--- config.mk ---
export PLATFORM = sky130hd
export DESIGN_NAME = algo_out_rx_packer
export DESIGN_NICKNAME = d
export VERILOG_FILES = /design/src/rtl/algo_rx_pkg.sv /design/src/rtl/st_out_reg.sv /design/src/rtl/algo_out_rx_packer.sv
export SDC_FILE = /design/constraint.sdc
export NUM_CORES = 1
export LEC_CHECK = 0
export ABC_AREA = 1
export CORE_UTILIZATION = 35
export DETAILED_ROUTE_END_ITERATION = 16
export PLACE_DENSITY = 0.6
export SLEW_MARGIN = 20
export SYNTH_ARGS = -nofsm -noshare
export SYNTH_HDL_FRONTEND = slang
export SYNTH_SLANG_ARGS = --single-unit
--- constraint.sdc ---
create_clock -name clk -period 3.37 [get_ports clk]
set_input_delay 0.674 -clock clk [delete_from_list [all_inputs] [get_ports clk]]
set_output_delay 0.674 -clock clk [all_outputs]
set_load 0.02 [all_outputs]
--- src/rtl/algo_rx_pkg.sv ---
// Shared types and constants for the algo_top result-stream receiver/packer.
package algo_rx_pkg;

  localparam int HALF_W = 16;

  localparam logic [1:0] EMPTY_NONE = 2'd0;
  localparam logic [1:0] EMPTY_HALF = 2'd2;

  typedef enum logic [1:0] {
    IDLE    = 2'd0,
    IN_PKT  = 2'd1,
    CLOSE   = 2'd2,
    DISCARD = 2'd3
  } rx_state_e;

endpackage

--- src/rtl/st_out_reg.sv ---
// Single-entry Avalon-ST holding register: 32-bit data plus empty/sop/eop/error.
module st_out_reg
  import algo_rx_pkg::*;
(
  input  logic                  clk,
  input  logic                  rst,
  input  logic                  in_valid,
  output logic                  in_ready,
  input  logic [2*HALF_W-1:0]   in_data,
  input  logic [1:0]            in_empty,
  input  logic                  in_sop,
  input  logic                  in_eop,
  input  logic                  in_err,
  output logic                  out_valid,
  input  logic                  out_ready,
  output logic [2*HALF_W-1:0]   out_data,
  output logic [1:0]            out_empty,
  output logic                  out_sop,
  output logic                  out_eop,
  output logic                  out_err
);

  // Room exists when empty or when the held beat leaves this cycle.
  assign in_ready = !out_valid || out_ready;

  always_ff @(posedge clk) begin
    if (rst) begin
      out_valid <= 1'b0;
      out_data  <= '0;
      out_empty <= EMPTY_NONE;
      out_sop   <= 1'b0;
      out_eop   <= 1'b0;
      out_err   <= 1'b0;
    end else if (in_valid && in_ready) begin
      out_valid <= 1'b1;
      out_data  <= in_data;
      out_empty <= in_empty;
      out_sop   <= in_sop;
      out_eop   <= in_eop;
      out_err   <= in_err;
    end else if (out_ready) begin
      out_valid <= 1'b0;
    end
  end

endmodule

--- src/rtl/algo_out_rx_packer.sv ---
// Packs 16-bit algo_top result words into 32-bit Avalon-ST beats with framing checks.
// Define ALGO_RX_STATS_EN to build live pkt_count/err_count registers.
// Valid/ready: a beat transfers on a cycle where valid && ready at the rising clk edge.
module algo_out_rx_packer
  import algo_rx_pkg::*;
#(
  parameter int MAX_IN_WORDS = 512,
  parameter int CNT_W        = 16
) (
  input  logic               clk,
  input  logic               rst,
  input  logic [HALF_W-1:0]  data_in_data,
  input  logic               data_in_valid,
  output logic               data_in_ready,
  input  logic               data_in_empty,
  input  logic               data_in_startofpacket,
  input  logic               data_in_endofpacket,
  output logic [31:0]        data_out_data,
  output logic               data_out_valid,
  input  logic               data_out_ready,
  output logic [1:0]         data_out_empty,
  output logic               data_out_startofpacket,
  output logic               data_out_endofpacket,
  output logic               data_out_error,
  output logic [CNT_W-1:0]   last_len,
  output logic [CNT_W-1:0]   pkt_count,
  output logic [CNT_W-1:0]   err_count
);

  localparam logic [CNT_W-1:0] MAX_CNT = CNT_W'(MAX_IN_WORDS);

  rx_state_e         state_q, state_d;
  logic [HALF_W-1:0] hi_q, hi_d;
  logic              pend_q, pend_d;
  logic              first_q, first_d;
  logic              ovf_q, ovf_d;
  logic [CNT_W-1:0]  cnt_q, cnt_d, cnt_inc;
  logic [CNT_W-1:0]  len_q, len_d;

  logic              st_valid, st_ready, st_push;
  logic [31:0]       st_data;
  logic [1:0]        st_empty;
  logic              st_sop, st_eop, st_err;
  logic              in_acc;

  // A sop arriving mid-packet is refused so the open packet can be closed first.
  assign data_in_ready = st_ready && (state_q != CLOSE) &&
                         !(state_q == IN_PKT && data_in_valid && data_in_startofpacket);
  assign in_acc  = data_in_valid && data_in_ready;
  assign st_push = st_valid && st_ready;
  assign cnt_inc = cnt_q + 1'b1;

  always_ff @(posedge clk) begin
    if (rst) begin
      state_q <= IDLE;
      hi_q    <= '0;
      pend_q  <= 1'b0;
      first_q <= 1'b0;
      ovf_q   <= 1'b0;
      cnt_q   <= '0;
      len_q   <= '0;
    end else begin
      state_q <= state_d;
      hi_q    <= hi_d;
      pend_q  <= pend_d;
      first_q <= first_d;
      ovf_q   <= ovf_d;
      cnt_q   <= cnt_d;
      len_q   <= len_d;
    end
  end

  always_comb begin
    state_d  = state_q;
    hi_d     = hi_q;
    pend_d   = pend_q;
    first_d  = first_q;
    ovf_d    = ovf_q;
    cnt_d    = cnt_q;
    len_d    = len_q;
    st_valid = 1'b0;
    st_data  = '0;
    st_empty = EMPTY_NONE;
    st_sop   = 1'b0;
    st_eop   = 1'b0;
    st_err   = 1'b0;
    case (state_q)
      IDLE: begin
        if (in_acc && data_in_startofpacket) begin
          if (data_in_endofpacket) begin
            st_valid = 1'b1;
            st_data  = {data_in_data, 16'h0};
            st_empty = EMPTY_HALF + {1'b0, data_in_empty};
            st_sop   = 1'b1;
            st_eop   = 1'b1;
            len_d    = CNT_W'(1);
          end else begin
            hi_d    = data_in_data;
            pend_d  = 1'b1;
            first_d = 1'b1;
            cnt_d   = CNT_W'(1);
            state_d = IN_PKT;
          end
        end
      end
      IN_PKT: begin
        if (in_acc) begin
          cnt_d = cnt_inc;
          if (data_in_endofpacket) begin
            st_valid = 1'b1;
            st_data  = pend_q ? {hi_q, data_in_data} : {data_in_data, 16'h0};
            st_empty = (pend_q ? EMPTY_NONE : EMPTY_HALF) + {1'b0, data_in_empty};
            st_sop   = first_q;
            st_eop   = 1'b1;
            len_d    = cnt_inc;
            pend_d   = 1'b0;
            first_d  = 1'b0;
            state_d  = IDLE;
          end else begin
            if (pend_q) begin
              st_valid = 1'b1;
              st_data  = {hi_q, data_in_data};
              st_sop   = first_q;
              first_d  = 1'b0;
              pend_d   = 1'b0;
            end else begin
              hi_d   = data_in_data;
              pend_d = 1'b1;
            end
            if (cnt_inc == MAX_CNT) begin
              ovf_d   = 1'b1;
              state_d = CLOSE;
            end
          end
        end else if (data_in_valid && data_in_startofpacket) begin
          ovf_d   = 1'b0;
          state_d = CLOSE;
        end
      end
      CLOSE: begin
        st_valid = 1'b1;
        st_data  = {(pend_q ? hi_q : 16'h0), 16'h0};
        st_empty = EMPTY_HALF;
        st_sop   = first_q;
        st_eop   = 1'b1;
        st_err   = 1'b1;
        if (st_ready) begin
          len_d   = cnt_q;
          pend_d  = 1'b0;
          first_d = 1'b0;
          ovf_d   = 1'b0;
          state_d = ovf_q ? DISCARD : IDLE;
        end
      end
      DISCARD: begin
        if (in_acc && data_in_endofpacket) state_d = IDLE;
      end
      default: state_d = IDLE;
    endcase
  end

  st_out_reg u_out (
    .clk       (clk),
    .rst       (rst),
    .in_valid  (st_valid),
    .in_ready  (st_ready),
    .in_data   (st_data),
    .in_empty  (st_empty),
    .in_sop    (st_sop),
    .in_eop    (st_eop),
    .in_err    (st_err),
    .out_valid (data_out_valid),
    .out_ready (data_out_ready),
    .out_data  (data_out_data),
    .out_empty (data_out_empty),
    .out_sop   (data_out_startofpacket),
    .out_eop   (data_out_endofpacket),
    .out_err   (data_out_error)
  );

  assign last_len = len_q;

`ifdef ALGO_RX_STATS_EN
  logic             pkt_inc, err_inc;
  logic [CNT_W-1:0] pkt_cnt_q, err_cnt_q;

  // Every emitted eop beat closes a packet; close beats also carry the error flag.
  assign pkt_inc = st_push && st_eop;
  assign err_inc = (state_q == IDLE && in_acc && !data_in_startofpacket) || (st_push && st_err);

  always_ff @(posedge clk) begin
    if (rst) begin
      pkt_cnt_q <= '0;
      err_cnt_q <= '0;
    end else begin
      if (pkt_inc && pkt_cnt_q != '1) pkt_cnt_q <= pkt_cnt_q + 1'b1;
      if (err_inc && err_cnt_q != '1) err_cnt_q <= err_cnt_q + 1'b1;
    end
  end

  assign pkt_count = pkt_cnt_q;
  assign err_count = err_cnt_q;
`else
  assign pkt_count = '0;
  assign err_count = '0;
`endif

endmodule

# After elaboration in Yosys (flattened, before gate mapping)
# Cells that the tools add are included.
# W data, S select, Z words.
# totals
out_inout_bits	87
wordCells	130
register_bits	91
inputBits	23
# classes
addsub	3
n_mux	71
n_eq_ne	19
n_reduce_logical	24
# op_table
op	n
$mux W16	14
$mux W32	6
$pmux W32 S3	1
$pmux W16 S2	2
$pmux W16 S3	1
$mux W2	14
$mux W1	25
$reduce_and A6 Y1	4
$ne A2 B2 Y1 const B	10
$add A16 B1 Y16 const B	1
$eq A16 B10 Y1 const B	1
$pmux W1 S3	5
$reduce_and A5 Y1	2
$logic_and A1 B1 Y1	9
$pmux W2 S4	1
$ne A3 B2 Y1 const B	2
$ne A3 B3 Y1 const B	2
$pmux W2 S3	1
$reduce_bool A2 Y1	3
$eq A2 B2 Y1 const B	2
$ne A4 B3 Y1 const B	1
$reduce_and A4 Y1	1
$reduce_bool A3 Y1	1
$add A2 B1 Y2	1
other kinds (6)	7

# Longest topological paths before layout
# logic_depth
depth_word	11
mapped_depth	15
ltp_nobuf	15

# By module
# A second synthesis with hierarchy kept.
# unflattened
hier_cells	767
area_unflattened_um2	5251.3
# by_module_without_submodules
mod	instances	cells_per_inst	area_each_um2	seq_area_each_um2
algo_out_rx_packer	1	520	3424.5	1061.0
st_out_reg	1	247	1826.8	760.7

# Worst setup path before layout
# Ideal clock, no wire load.
# synth_path
path_kind	input-to-reg
startpoint	input port data_out_ready
endpoint	register len_q[6], in the netlist last_len[6]
setup_ns	0.128
slack_ns	1.218
required_time_ns	3.242
arrival_time_ns	2.025
path_buffers	1
stages	12
cell_sequence	inv_1 > nand2_2 > nand2_1 > nor2_4 > nand2_4 > nand2_2 > inv_2 > nor3_4 > nand2_4 > buf_2 > a22oi_1 > nor2_1
# synth_between
elab_chain_len	7
word_cells_on_any_way	9
classes_between	3 x eq/ne; 6 x reduce/logical
# synth_rtl
item	line	rtl
start: declaration	algo_out_rx_packer.sv:20	input logic data_out_ready,
$logic_or A1 B1 Y1 *	st_out_reg.sv:24	assign in_ready = !out_valid || out_ready;
$logic_and A1 B1 Y1 * (2 in a row)	algo_out_rx_packer.sv:47	assign data_in_ready = st_ready && (state_q != CLOSE) &&
named net data_in_ready	algo_out_rx_packer.sv:14	output logic data_in_ready,
$logic_and A1 B1 Y1 *	algo_out_rx_packer.sv:49	assign in_acc = data_in_valid && data_in_ready;
$logic_and A1 B1 Y1	algo_out_rx_packer.sv:89	if (in_acc && data_in_startofpacket) begin
$ne A2 B2 Y1 (no line)	-	
$reduce_and A6 Y1 (no line) *	-	
end signal: assignment	algo_out_rx_packer.sv:69	len_q <= len_d;
end: declaration	algo_out_rx_packer.sv:38	logic [CNT_W-1:0] len_q, len_d;
# Mark *: on every way through the listed nets, which the timed path passes. The rest lies on a longest branch.
# A chain may end at the register's enable or synchronous reset.

# Worst setup path after layout
# layout_path
startpoint	register state_q[1]
endpoint	output port data_in_ready
# layout_between
elab_chain_len	5
word_cells_on_any_way	7
classes_between	2 x eq/ne; 5 x reduce/logical
# layout_rtl
item	line	rtl
start: declaration	algo_out_rx_packer.sv:32	rx_state_e state_q, state_d;
start signal: assignment	algo_out_rx_packer.sv:63	state_q <= state_d;
$eq A2 B1 Y1	algo_out_rx_packer.sv:48	!(state_q == IN_PKT && data_in_valid && data_in_startofpacket);
$logic_and A1 B1 Y1 (2 in a row)	algo_out_rx_packer.sv:48	
$logic_not A1 Y1	algo_out_rx_packer.sv:48	
$logic_and A1 B1 Y1 *	algo_out_rx_packer.sv:47	
end: declaration	algo_out_rx_packer.sv:14	
# Mark *: on every way between the ends. The rest lies on a longest branch, timed or not.

==> flow_summary.json <==
{
  "yosysWarnings": 0,
  "area_growth_pct": 24.0,
  "path_max_fanout": 11,
  "numPortBuffers": 77,
  "core-area_um2": 12600,
  "drive_above_1_share": 0.0610,
  "track_usage": 0.180,
  "root_buffer": "clkbuf_16",
  "cp-start-kind": "flop",
  "fin_nets": 730,
  "cts_sinks": 91,
  "hold_path.class": "flop to flop",
  "clk_latency_ps": 350,
  "ctsHoldBuffers": 0,
  "cts.clk_slew.worst_paths_ps": 60,
  "seq_area_frac_synth": 0.402,
  "dr.pass1.iters": 5,
  "routed_wl_um": 11600,
  "syn_inst": 636,
  "hpwl_um": 8010,
  "gp_congestion": 0.978,
  "fill_cells": 1322,
  "synth_area_leaders": "dfxtp_1, a21oi_1, nand2_1",
  "maxSlewViolCount": 0,
  "rr_worst_depth": 14,
  "antenna_found_initial": 0,
  "min_path_cells": 2,
  "yosysUniqueCellTypes": 38,
  "cp_num_buf_inv": 3,
  "overflow": 0,
  "finalCriticalPeriod_ps": 3010,
  "fmax_mhz": 332,
  "tritoncts": "yes",
  "hold_path_end": "hi_q[13]$_SDFFE_PP0P_",
  "status": "finished, final reports clean",
  "vias_per_cell": 4.81,
  "reg2reg_to": "hi_q[6]$_SDFFE_PP0P_",
  "synth_top_area_frac": 0.402,
  "diodes": 0,
  "critPathMaxStageDelay_ps": 680,
  "synth_largest_area_cell": "dfxtp_1",
  "start_util": 0.359,
  "syn_area_per_cell_um2": 7.13,
  "num_vias": 4222,
  "async_flop_share": 0,
  "drc_errors": 0,
  "slew_headroom": 0.550,
  "ant_nets": 0,
  "dieArea_um2": 13400,
  "cts-buffers-inserted": 9,
  "regToRegSetupSlack_ps": 490,
  "rsz0062_at_grt": "false",
  "whs_ps": 455,
  "wl_per_cell_um": 13.2,
  "worst_pin_slew_ps": 675,
  "p_per_area_nw_per_um2": 838,
  "num_rows": 41,
  "cp_slowest_cell": "clkdlybuf4s50_1",
  "post-cts-setup-buffers": 0,
  "worstPathRequired_ps": 2700,
  "p_leak_nw": 2.13,
  "period_share": 0.894,
  "synthFlopType": "dfxtp_1",
  "synth-edff-count": 0,
  "cts.path.max_buffers": 2,
  "cap_violations": 0,
  "ios": 110,
  "cp.arrival_ps": 2340,
  "grt_pass1_wl_um": 18800,
  "r2r-start": "state_q[1]$_SDFFE_PP0P_",
  "finalSetupViolations": 0,
  "h-tree-depth": 3,
  "grt_max_degree": 54,
  "drt_iter0_markers": 263,
  "hold_violations": 0,
  "skew_ps": 7.94,
  "syn_area_um2": 4530,
  "ir_drop_mv": 0.450,
  "crit_family": "buffers and inverters",
  "cts_resized": 0,
  "grt_pass1_vias": 3796,
  "hp-start": "hi_q[13]$_SDFFE_PP0P_",
  "ys_ff_latch": 91,
  "cp_cell_sequence": "inv_1 -> ha_1 -> inv_1 -> nor2_2 -> nor2_4 -> clkdlybuf4s50_1",
  "setup_tns_ps": 0,
  "end_kind": "output port",
  "die_x_um": 116,
  "crit_path_frequent_cell": "inv_1",
  "dieHeight_um": 116,
  "path_class": "flop to output port"
}
==> cell type report <==
class                           instances  area, µm²  share of cell area
Timing Repair Buffer                   86        838               0.149
Tap cell                              172        215              0.0383
Sequential cell                        91       1820               0.324
Clock inverter                          4       55.1             0.00980
Clock buffer                           12        256              0.0456
Multi-Input combinational cell        455       2220               0.395
Inverter                               57        214              0.0381
==> cell usage in the layout (no fill, tap or decap), types with 9 or more instances in the layout <==
master,Yosys,routed
inv_1,51,51
nand3_1,33,33
a21oi_1,90,90
o21ai_0,59,59
nor2_1,70,70
clkbuf_16,0,9
conb_1,1,32
dfxtp_1,91,91
clkdlybuf4s50_1,0,77
nand2_1,109,109
a22oi_1,9,9
buf_4,33,9
==> per-layer routing <==
layer | wire, µm | GRT usage
met1 | 5700 | 0.243
met2 | 5150 | 0.281
met3 | 559 | 0.0418
met4 | 181 | 0.0598
met5 | 0 | 0
==> cells in the mapped netlist (7+ instances only) <==
cell / n
nand2_1: 109
o21ai_0: 59
ha_1: 7
nor2_1: 70
dfxtp_1: 91
inv_1: 51
buf_4: 33
a21oi_1: 90
clkbuf_1: 15
nand3_1: 33
o21ai_1: 8
a22oi_1: 9
buf_2: 12
==> where the power goes <==
| part | internal, W | switching [W] | total, W |
|---|---|---|---|
| Clock | 0.000621 | 0.000438 | 0.00106 |
| Combinational | 0.000707 | 0.00139 | 0.00209 |
| Sequential | 0.00138 | 0.000171 | 0.00155 |
| Total | 0.00271 | 0.00200 | 0.00471 |
==> cell families after synthesis <==
logic type / after synthesis / synth area share
compound gates: 180 / 0.212
xor+xnor: 4 / 0.00773
fa+ha+maj: 7 / 0.0193
buf+inv: 121 / 0.135
flops: 91 / 0.402
other cells: 1 / 0.000827
simple gates: 232 / 0.223
==> tightest hold or removal path, cell delays in order (launching register included) <==
cell     delay [ps]
dfxtp_1         300
inv_1            60
a21oi_1          50
==> how the worst max path moves through the flow <==
stage	start	slack, ps	cells past startpoint	endpoint
6_report	state_q[1]$_SDFFE_PP0P_	360	6	data_in_ready
3_3_place_gp	data_in_valid	310	10	u_out.out_data[19]$_SDFFE_PP0P_
4_1_cts	state_q[1]$_SDFFE_PP0P_	350	6	data_in_ready
5_1_grt	state_q[1]$_SDFFE_PP0P_	200	14	hi_q[12]$_SDFFE_PP0P_
3_5_place_dp	data_in_valid	230	13	hi_q[6]$_SDFFE_PP0P_
2_1_floorplan	data_out_ready	1220	12	last_len[6]$_SDFFE_PP0P_
==> registers in the layout, indices dropped and copies added, names as in the netlist <==
signal / flops
state_q: 2
cnt_q: 16
u_out.out_err: 1
last_len: 16
u_out.out_eop: 1
u_out.out_data: 32
u_out.out_valid: 1
hi_q: 16
ovf_q: 1
first_q: 1
pend_q: 1
u_out.out_empty: 2
u_out.out_sop: 1
==> metrics by stage <==
stage                     setup slack [ps]  power (W)  instance area (µm²)  std cells  utilization
final                                  359    0.00471                 5620        877        0.445
after floorplan                       1220    0.00303                 4650        667            -
after CTS                              345    0.00472                 5620        877        0.445
after detailed placement               226    0.00366                 5300        861        0.420
after global routing                   198    0.00504                 5620        877        0.445
after global placement                 309    0.00362                 5300        861        0.420
(Power assumes the default switching activity.)
